<file path="src/rtl/fmrv32im_plic_pkg.sv">
// Shared constants for the fmrv32im PLIC arbiter: register map, FSM encoding, ID width.
package fmrv32im_plic_pkg;

    localparam int ID_W = 6;

    localparam logic [3:0] ADDR_THRESH = 4'h0;
    localparam logic [3:0] ADDR_CLAIM  = 4'h1;
    localparam logic [3:0] ADDR_STATUS = 4'h2;
    localparam logic [3:0] ADDR_PRIO0  = 4'h4;

    typedef enum logic [1:0] {
        ST_IDLE    = 2'd0,
        ST_ARMED   = 2'd1,
        ST_CLAIMED = 2'd2
    } state_t;

endpackage

</file>
<file path="src/rtl/fmrv32im_plic_prio_tree.sv">
// Combinational max-priority reduction; ties resolve to the lowest index, ID = index+1.
// Latency: 0 cycles (parent registers the result). No backpressure.
module fmrv32im_plic_prio_tree #(
    parameter int NUM_SRC = 32,
    parameter int PRIO_W  = 3,
    parameter int ID_W    = 6
) (
    input  logic [NUM_SRC-1:0]             elig,
    input  logic [NUM_SRC-1:0][PRIO_W-1:0] prio,
    output logic [ID_W-1:0]                win_id,
    output logic [PRIO_W-1:0]              win_prio
);

    // Strict greater-than keeps the earliest source on equal priority.
    always_comb begin
        win_id   = '0;
        win_prio = '0;
        for (int i = 0; i < NUM_SRC; i++) begin
            if (elig[i] && (prio[i] > win_prio)) begin
                win_id   = ID_W'(i + 1);
                win_prio = prio[i];
            end
        end
    end

endmodule

</file>
<file path="src/rtl/fmrv32im_plic_arbiter.sv">
// Priority arbiter and claim/complete sequencer between PLIC pending stage and CPU.
// Latency: pend -> win_id 1 cycle, -> ARMED/INT_OUT 2 cycles; one interrupt in service at a time.
module fmrv32im_plic_arbiter
    import fmrv32im_plic_pkg::*;
#(
    parameter int NUM_SRC = 32,
    parameter int PRIO_W  = 3
) (
    input  logic               CLK,
    input  logic               RST,
    input  logic               BUS_WE,
    input  logic               BUS_RE,
    input  logic [3:0]         BUS_ADDR,
    input  logic [31:0]        BUS_WDATA,
    output logic [31:0]        BUS_RDATA,
    input  logic [NUM_SRC-1:0] IRQ_PEND,
    output logic [NUM_SRC-1:0] IRQ_CLR,
    output logic               INT_OUT
);

    logic [PRIO_W-1:0]              thresh_q;
    logic [NUM_SRC-1:0][PRIO_W-1:0] prio_q;
    logic [ID_W-1:0]                win_id_q;
    logic [ID_W-1:0]                isr_id_q;
    logic [NUM_SRC-1:0]             irq_clr_q;
    state_t                         state_q;
    state_t                         state_d;

    logic [NUM_SRC-1:0]             elig;
    logic [ID_W-1:0]                tree_id;
    logic [PRIO_W-1:0]              unused_tree_prio;
    logic                           unused_wdata;
    logic [31:0]                    prio_rd;
    logic [NUM_SRC-1:0]             clr_onehot;

    logic claim_rd;
    logic claim_fire;
    logic complete_hit;

    assign unused_wdata = &{1'b0, BUS_WDATA};

    always_comb begin
        for (int s = 0; s < NUM_SRC; s++) begin
            elig[s] = IRQ_PEND[s] && (prio_q[s] > thresh_q);
        end
    end

    fmrv32im_plic_prio_tree #(
        .NUM_SRC (NUM_SRC),
        .PRIO_W  (PRIO_W),
        .ID_W    (ID_W)
    ) u_prio_tree (
        .elig     (elig),
        .prio     (prio_q),
        .win_id   (tree_id),
        .win_prio (unused_tree_prio)
    );

    assign claim_rd     = BUS_RE && (BUS_ADDR == ADDR_CLAIM);
    assign claim_fire   = (state_q == ST_ARMED) && claim_rd && (win_id_q != '0);
    assign complete_hit = (state_q == ST_CLAIMED) && BUS_WE && (BUS_ADDR == ADDR_CLAIM) &&
                          (BUS_WDATA[ID_W-1:0] == isr_id_q);

    always_comb begin
        clr_onehot = '0;
        for (int i = 0; i < NUM_SRC; i++) begin
            if (win_id_q == ID_W'(i + 1)) begin
                clr_onehot[i] = 1'b1;
            end
        end
    end

    always_ff @(posedge CLK) begin
        if (RST) begin
            thresh_q <= '0;
            prio_q   <= '0;
        end else if (BUS_WE) begin
            if (BUS_ADDR == ADDR_THRESH) begin
                thresh_q <= BUS_WDATA[PRIO_W-1:0];
            end
            // Only sources that exist get storage, so higher nibbles stay zero.
            for (int s = 0; s < NUM_SRC; s++) begin
                if (BUS_ADDR == (ADDR_PRIO0 + 4'(s / 8))) begin
                    prio_q[s] <= BUS_WDATA[(s % 8) * 4 +: PRIO_W];
                end
            end
        end
    end

    always_ff @(posedge CLK) begin
        if (RST) begin
            win_id_q  <= '0;
            isr_id_q  <= '0;
            irq_clr_q <= '0;
            state_q   <= ST_IDLE;
        end else begin
            win_id_q  <= tree_id;
            irq_clr_q <= claim_fire ? clr_onehot : '0;
            state_q   <= state_d;
            if (claim_fire) begin
                isr_id_q <= win_id_q;
            end else if (complete_hit) begin
                isr_id_q <= '0;
            end
        end
    end

    always_comb begin
        state_d = state_q;
        case (state_q)
            ST_IDLE: begin
                if (win_id_q != '0) state_d = ST_ARMED;
            end
            ST_ARMED: begin
                if (win_id_q == '0)  state_d = ST_IDLE;
                else if (claim_rd)   state_d = ST_CLAIMED;
            end
            ST_CLAIMED: begin
                if (complete_hit) state_d = ST_IDLE;
            end
            default: state_d = ST_IDLE;
        endcase
    end

    always_comb begin
        prio_rd = '0;
        for (int s = 0; s < NUM_SRC; s++) begin
            if (BUS_ADDR == (ADDR_PRIO0 + 4'(s / 8))) begin
                prio_rd[(s % 8) * 4 +: PRIO_W] = prio_q[s];
            end
        end
    end

    // Reads reflect registered values, so a same-cycle write shows the old data.
    always_comb begin
        BUS_RDATA = prio_rd;
        case (BUS_ADDR)
            ADDR_THRESH: BUS_RDATA = 32'(thresh_q);
            ADDR_CLAIM:  BUS_RDATA = (state_q == ST_ARMED) ? 32'(win_id_q) : 32'd0;
            ADDR_STATUS: begin
                BUS_RDATA      = '0;
                BUS_RDATA[5:0] = isr_id_q;
                BUS_RDATA[9:8] = state_q;
            end
            default: ;
        endcase
    end

    assign IRQ_CLR = irq_clr_q;
    assign INT_OUT = (state_q == ST_ARMED);

endmodule
</file>
<file path="config.mk">
export PLATFORM = sky130hd
export DESIGN_NAME = fmrv32im_plic_arbiter
export DESIGN_NICKNAME = d
export VERILOG_FILES = /design/src/rtl/fmrv32im_plic_pkg.sv /design/src/rtl/fmrv32im_plic_prio_tree.sv /design/src/rtl/fmrv32im_plic_arbiter.sv
export SDC_FILE = /design/constraint.sdc
export NUM_CORES = 1
export LEC_CHECK = 0
export CORE_ASPECT_RATIO = 0.5
export CORE_MARGIN = 2
export CORE_UTILIZATION = 45
export DETAILED_ROUTE_END_ITERATION = 7
export GPL_TIMING_DRIVEN = 0
export PLACE_DENSITY_LB_ADDON = 0.1
export SETUP_SLACK_MARGIN = 0.15
export SKIP_CTS_REPAIR_TIMING = 1
export SLEW_MARGIN = 20
export SYNTH_ARGS = -nofsm -noshare
export SYNTH_HDL_FRONTEND = slang
export SYNTH_SLANG_ARGS = --single-unit
</file>
<file path="constraint.sdc">
create_clock -name CLK -period 136 [get_ports CLK]
set_input_delay 34 -clock CLK [delete_from_list [all_inputs] [get_ports CLK]]
set_output_delay 34 -clock CLK [all_outputs]
set_load 0.005 [all_outputs]
</file>
==> impl_metrics.env, run 1 <==
export IMPL_relSlewSlack_pct=29.0
export IMPL_path_common_cell="nor2_1"
export IMPL_clk_path_buf_depth=2
export IMPL_cp_max_fo=9
export IMPL_n_antenna_cell=0
export IMPL_cp_data_required_time_ns=136.26
export IMPL_start_kind="input port"
export IMPL_ant_nets=0
export IMPL_synthTopCellsByArea="dfxtp_1 (23%), ha_1 (14%), nand2_1 (10%)"
export IMPL_synth_edff_count=0
export IMPL_route_vias_total=13600
export IMPL_grt_setup_unrepaired="false"
export IMPL_num_nets_final=2098
export IMPL_die_h_microns=123
export IMPL_cts_sinks=145
export IMPL_synth_async_reset_ratio_pct=0
export IMPL_power_uw=106
export IMPL_cts_buffers=17
export IMPL_via_per_inst=5.97
export IMPL_yosysTopAreaCell="dfxtp_1"
export IMPL_dieArea_sq_um=29500
export IMPL_mostFrequentLayoutCell="nand2_1"
export IMPL_drtIter0Drc=1502
export IMPL_grt_pass1_vias=11600
export IMPL_drive_gt1_share_pct=5.63
export IMPL_grt_use_total_pct=30.5
export IMPL_vdd_ir_drop_max_uv=8.50
export IMPL_tightest_slew_ns=1.04
export IMPL_core_sq_um=27700
export IMPL_synth_seq_cells=145
export IMPL_crit_slowest_cell="o31ai_1"
export IMPL_grt_overflow=0
export IMPL_period_share_pct=56.4
export IMPL_p_per_area_nw_per_um2=7.03
export IMPL_synth_cells=1742
export IMPL_worstHoldPathType="reg2reg"
export IMPL_status="completed"
export IMPL_dpl_cell_count=2252
export IMPL_io_buffers=119
export IMPL_clkLatencyLatePin_ns=0.43
export IMPL_wl_per_cell_microns=19.9
export IMPL_cts_tree="done"
export IMPL_synth_avg_cell_area_sq_um=7.26
export IMPL_std_cell_rows=43
export IMPL_initial_core_util_pct=45.7
export IMPL_drcViolationCount=0
export IMPL_synth_seq_area_share_pct=23.0
export IMPL_yosys_warnings=0
export IMPL_hold_violations=0
export IMPL_die_x_microns=241
export IMPL_area_growth_pct=18.8
export IMPL_tns_ns=0
export IMPL_maxCapViolations=0
export IMPL_clk_root_buffer_cell="clkbuf_16"
export IMPL_cp_arrival_ns=76.91
export IMPL_synth_distinct_cells=101
export IMPL_syn_area_sq_um=12600
export IMPL_fmax_mhz=13.0
export IMPL_end_kind="register"
export IMPL_slew_viol_final=0
export IMPL_leakage_uw=0.00586
export IMPL_wl_mm=45.5
export IMPL_place_congestion=1.01
export IMPL_postLayoutCoreUtil_pct=54.3
export IMPL_skew_ns=0.0120
export IMPL_dp_hpwl_mm=36.4
export IMPL_layout_common_cells="nand2_1 (341), a21oi_1 (173), dfxtp_1 (144), ha_1 (137), nor2_1 (122)"
export IMPL_yosys_area_top_type_share_pct=23.0
export IMPL_stdcell_count=2283
export IMPL_cts_max_level=4
export IMPL_slowest_delay_ns=0.61
export IMPL_drt_first_pass_iters=6
export IMPL_synthFlopType="dfxtp_1"
export IMPL_finalSetupViolCount=0
export IMPL_pin_count=137
export IMPL_path_class="in2reg"
export IMPL_grt_first_pass_wirelength_mm=68.4
export IMPL_grt_max_degree=19
export IMPL_path_clk_slew_ns=0.06
export IMPL_antenna_found_initial=0
export IMPL_min_period_ns=76.65
[routing by layer]
layer	track usage (%)	wire length (microns)	up-vias
met5	0	0	-
met4	7.75	1050	0
met3	5.17	4670	63
met2	44.2	18300	647
met1	46.2	21400	6263
li1	-	-	6649
[power breakdown]
part	leakage, uW	switching, uW	internal [uW]
combinational	0.00440	8.00	5.55
sequential	0.00117	0.921	42.9
clock	0.000289	19.8	28.4
[final cells by class]
type	count	area [sq um]
buffer	74	320
clock buffer	19	453
clock inverter	12	148
fill	2709	12600
inverter	79	297
multi-input combinational	1450	9150
sequential	145	2900
tap	382	478
timing repair buffer	122	1270
[path summary, 6_finish.rpt]
| check | start | to | slack [ns] | cells past startpoint |
|---|---|---|---|---|
| min reg2reg | prio_q[78] | prio_q[78] | 0.48 | 2 |
| min | prio_q[78] | prio_q[78] | 0.48 | 2 |
| max reg2reg | thresh_q[1] | win_id_q[4] | 92.01 | 215 |
| max | IRQ_PEND[0] | win_id_q[4] | 59.35 | 212 |
[state kept, by name, summed over array words and instances, names as in the netlist]
register / flops
isr_id_q: 6
state_q: 2
thresh_q: 3
win_id_q: 6
prio_q: 96
IRQ_CLR: 32
[cells in the mapped netlist (6+ instances only)]
master and count:
nand2_1 341, a21oi_1 173, dfxtp_1 145, ha_1 137, nor2_1 122, inv_1 79, nand3_1 78, o21ai_0 66
clkbuf_1 55, a22oi_1 50, and2_1 38, nor2b_1 33, and3_1 28, nor3_1 28, a21o_1 21, a31oi_1 21
o211ai_1 21, a211oi_1 18, o21a_1 18, nand2b_1 13, a2111oi_0 10, a22o_1 10, o2111ai_1 10, o211a_1 10
or2_2 9, a31o_2 8, nand3b_1 8, nand4_1 8, o21ai_1 8, or3_1 8, a21boi_0 7, buf_2 7
buf_4 7, mux2i_1 6, o31ai_1 6
[logic make-up (layout without fill, tap and decap cells)]
| kind of cell | count (synthesis) | in the layout | synth area share, % |
|---|---|---|---|
| compound gates | 539 | 539 | 29.6 |
| xor+xnor | 6 | 6 | 0.416 |
| fa+ha+maj | 144 | 144 | 14.1 |
| buf+inv | 153 | 306 | 4.88 |
| flops | 145 | 145 | 23.0 |
| mux | 12 | 12 | 1.04 |
| other cells | 1 | 7 | 0.0297 |
| simple gates | 742 | 742 | 27.0 |
[stage by stage]
stage | setup WS [ns] | hold WS, ns | area, sq um
2_1_floorplan | 65.09 | 0.435 | 12700
3_3_place_gp | 59.60 | 0.466 | 14300
3_5_place_dp | 59.43 | 0.475 | 14400
4_1_cts | 59.69 | 0.485 | 15000
5_1_grt | 55.48 | 0.502 | 15000
6_report | 59.35 | 0.484 | 15000
[critical path: cells and delay by family]
family                   cells  cell delay (ns)
AO/OA/AOI/OAI               92            19.60
AND/OR/NAND/NOR             74            10.73
adder cells (fa/ha/maj)     36            10.04
multiplexers                 4             1.39
buffers and inverters        6             1.06
Power figures use the tool's default switching activity.
==> inputs of run 2 (changes only) <==
==> constraint.sdc (replaced) <==
create_clock -name CLK -period 77.1 [get_ports CLK]
set_input_delay 19.275 -clock CLK [delete_from_list [all_inputs] [get_ports CLK]]
set_output_delay 19.275 -clock CLK [all_outputs]
set_load 0.005 [all_outputs]
==> results of run 2 <==
The final DEF is identical to that of run 1. Status: completed.
Among the figures that moved: setup slack after placement 59.43 ns -> 15.26 ns; setup slack after layout 59.35 ns -> 15.17 ns; register-to-register setup slack 92.01 ns -> 33.11 ns; total power 106 uW -> 186 uW; worst IR drop on VDD 8.50 uV -> 15.0 uV
==> inputs of run 3 (changes only) <==
==> constraint.sdc (replaced) <==
create_clock -name CLK -period 64.6 [get_ports CLK]
set_input_delay 16.15 -clock CLK [delete_from_list [all_inputs] [get_ports CLK]]
set_output_delay 16.15 -clock CLK [all_outputs]
set_load 0.005 [all_outputs]
==> results of run 3 <==
The final DEF is identical to that of run 1. Status: completed.
Among the figures that moved: setup slack after placement 59.43 ns -> 5.88 ns; setup slack after layout 59.35 ns -> 5.80 ns; register-to-register setup slack 92.01 ns -> 20.61 ns; total power 106 uW -> 222 uW; worst IR drop on VDD 8.50 uV -> 17.9 uV
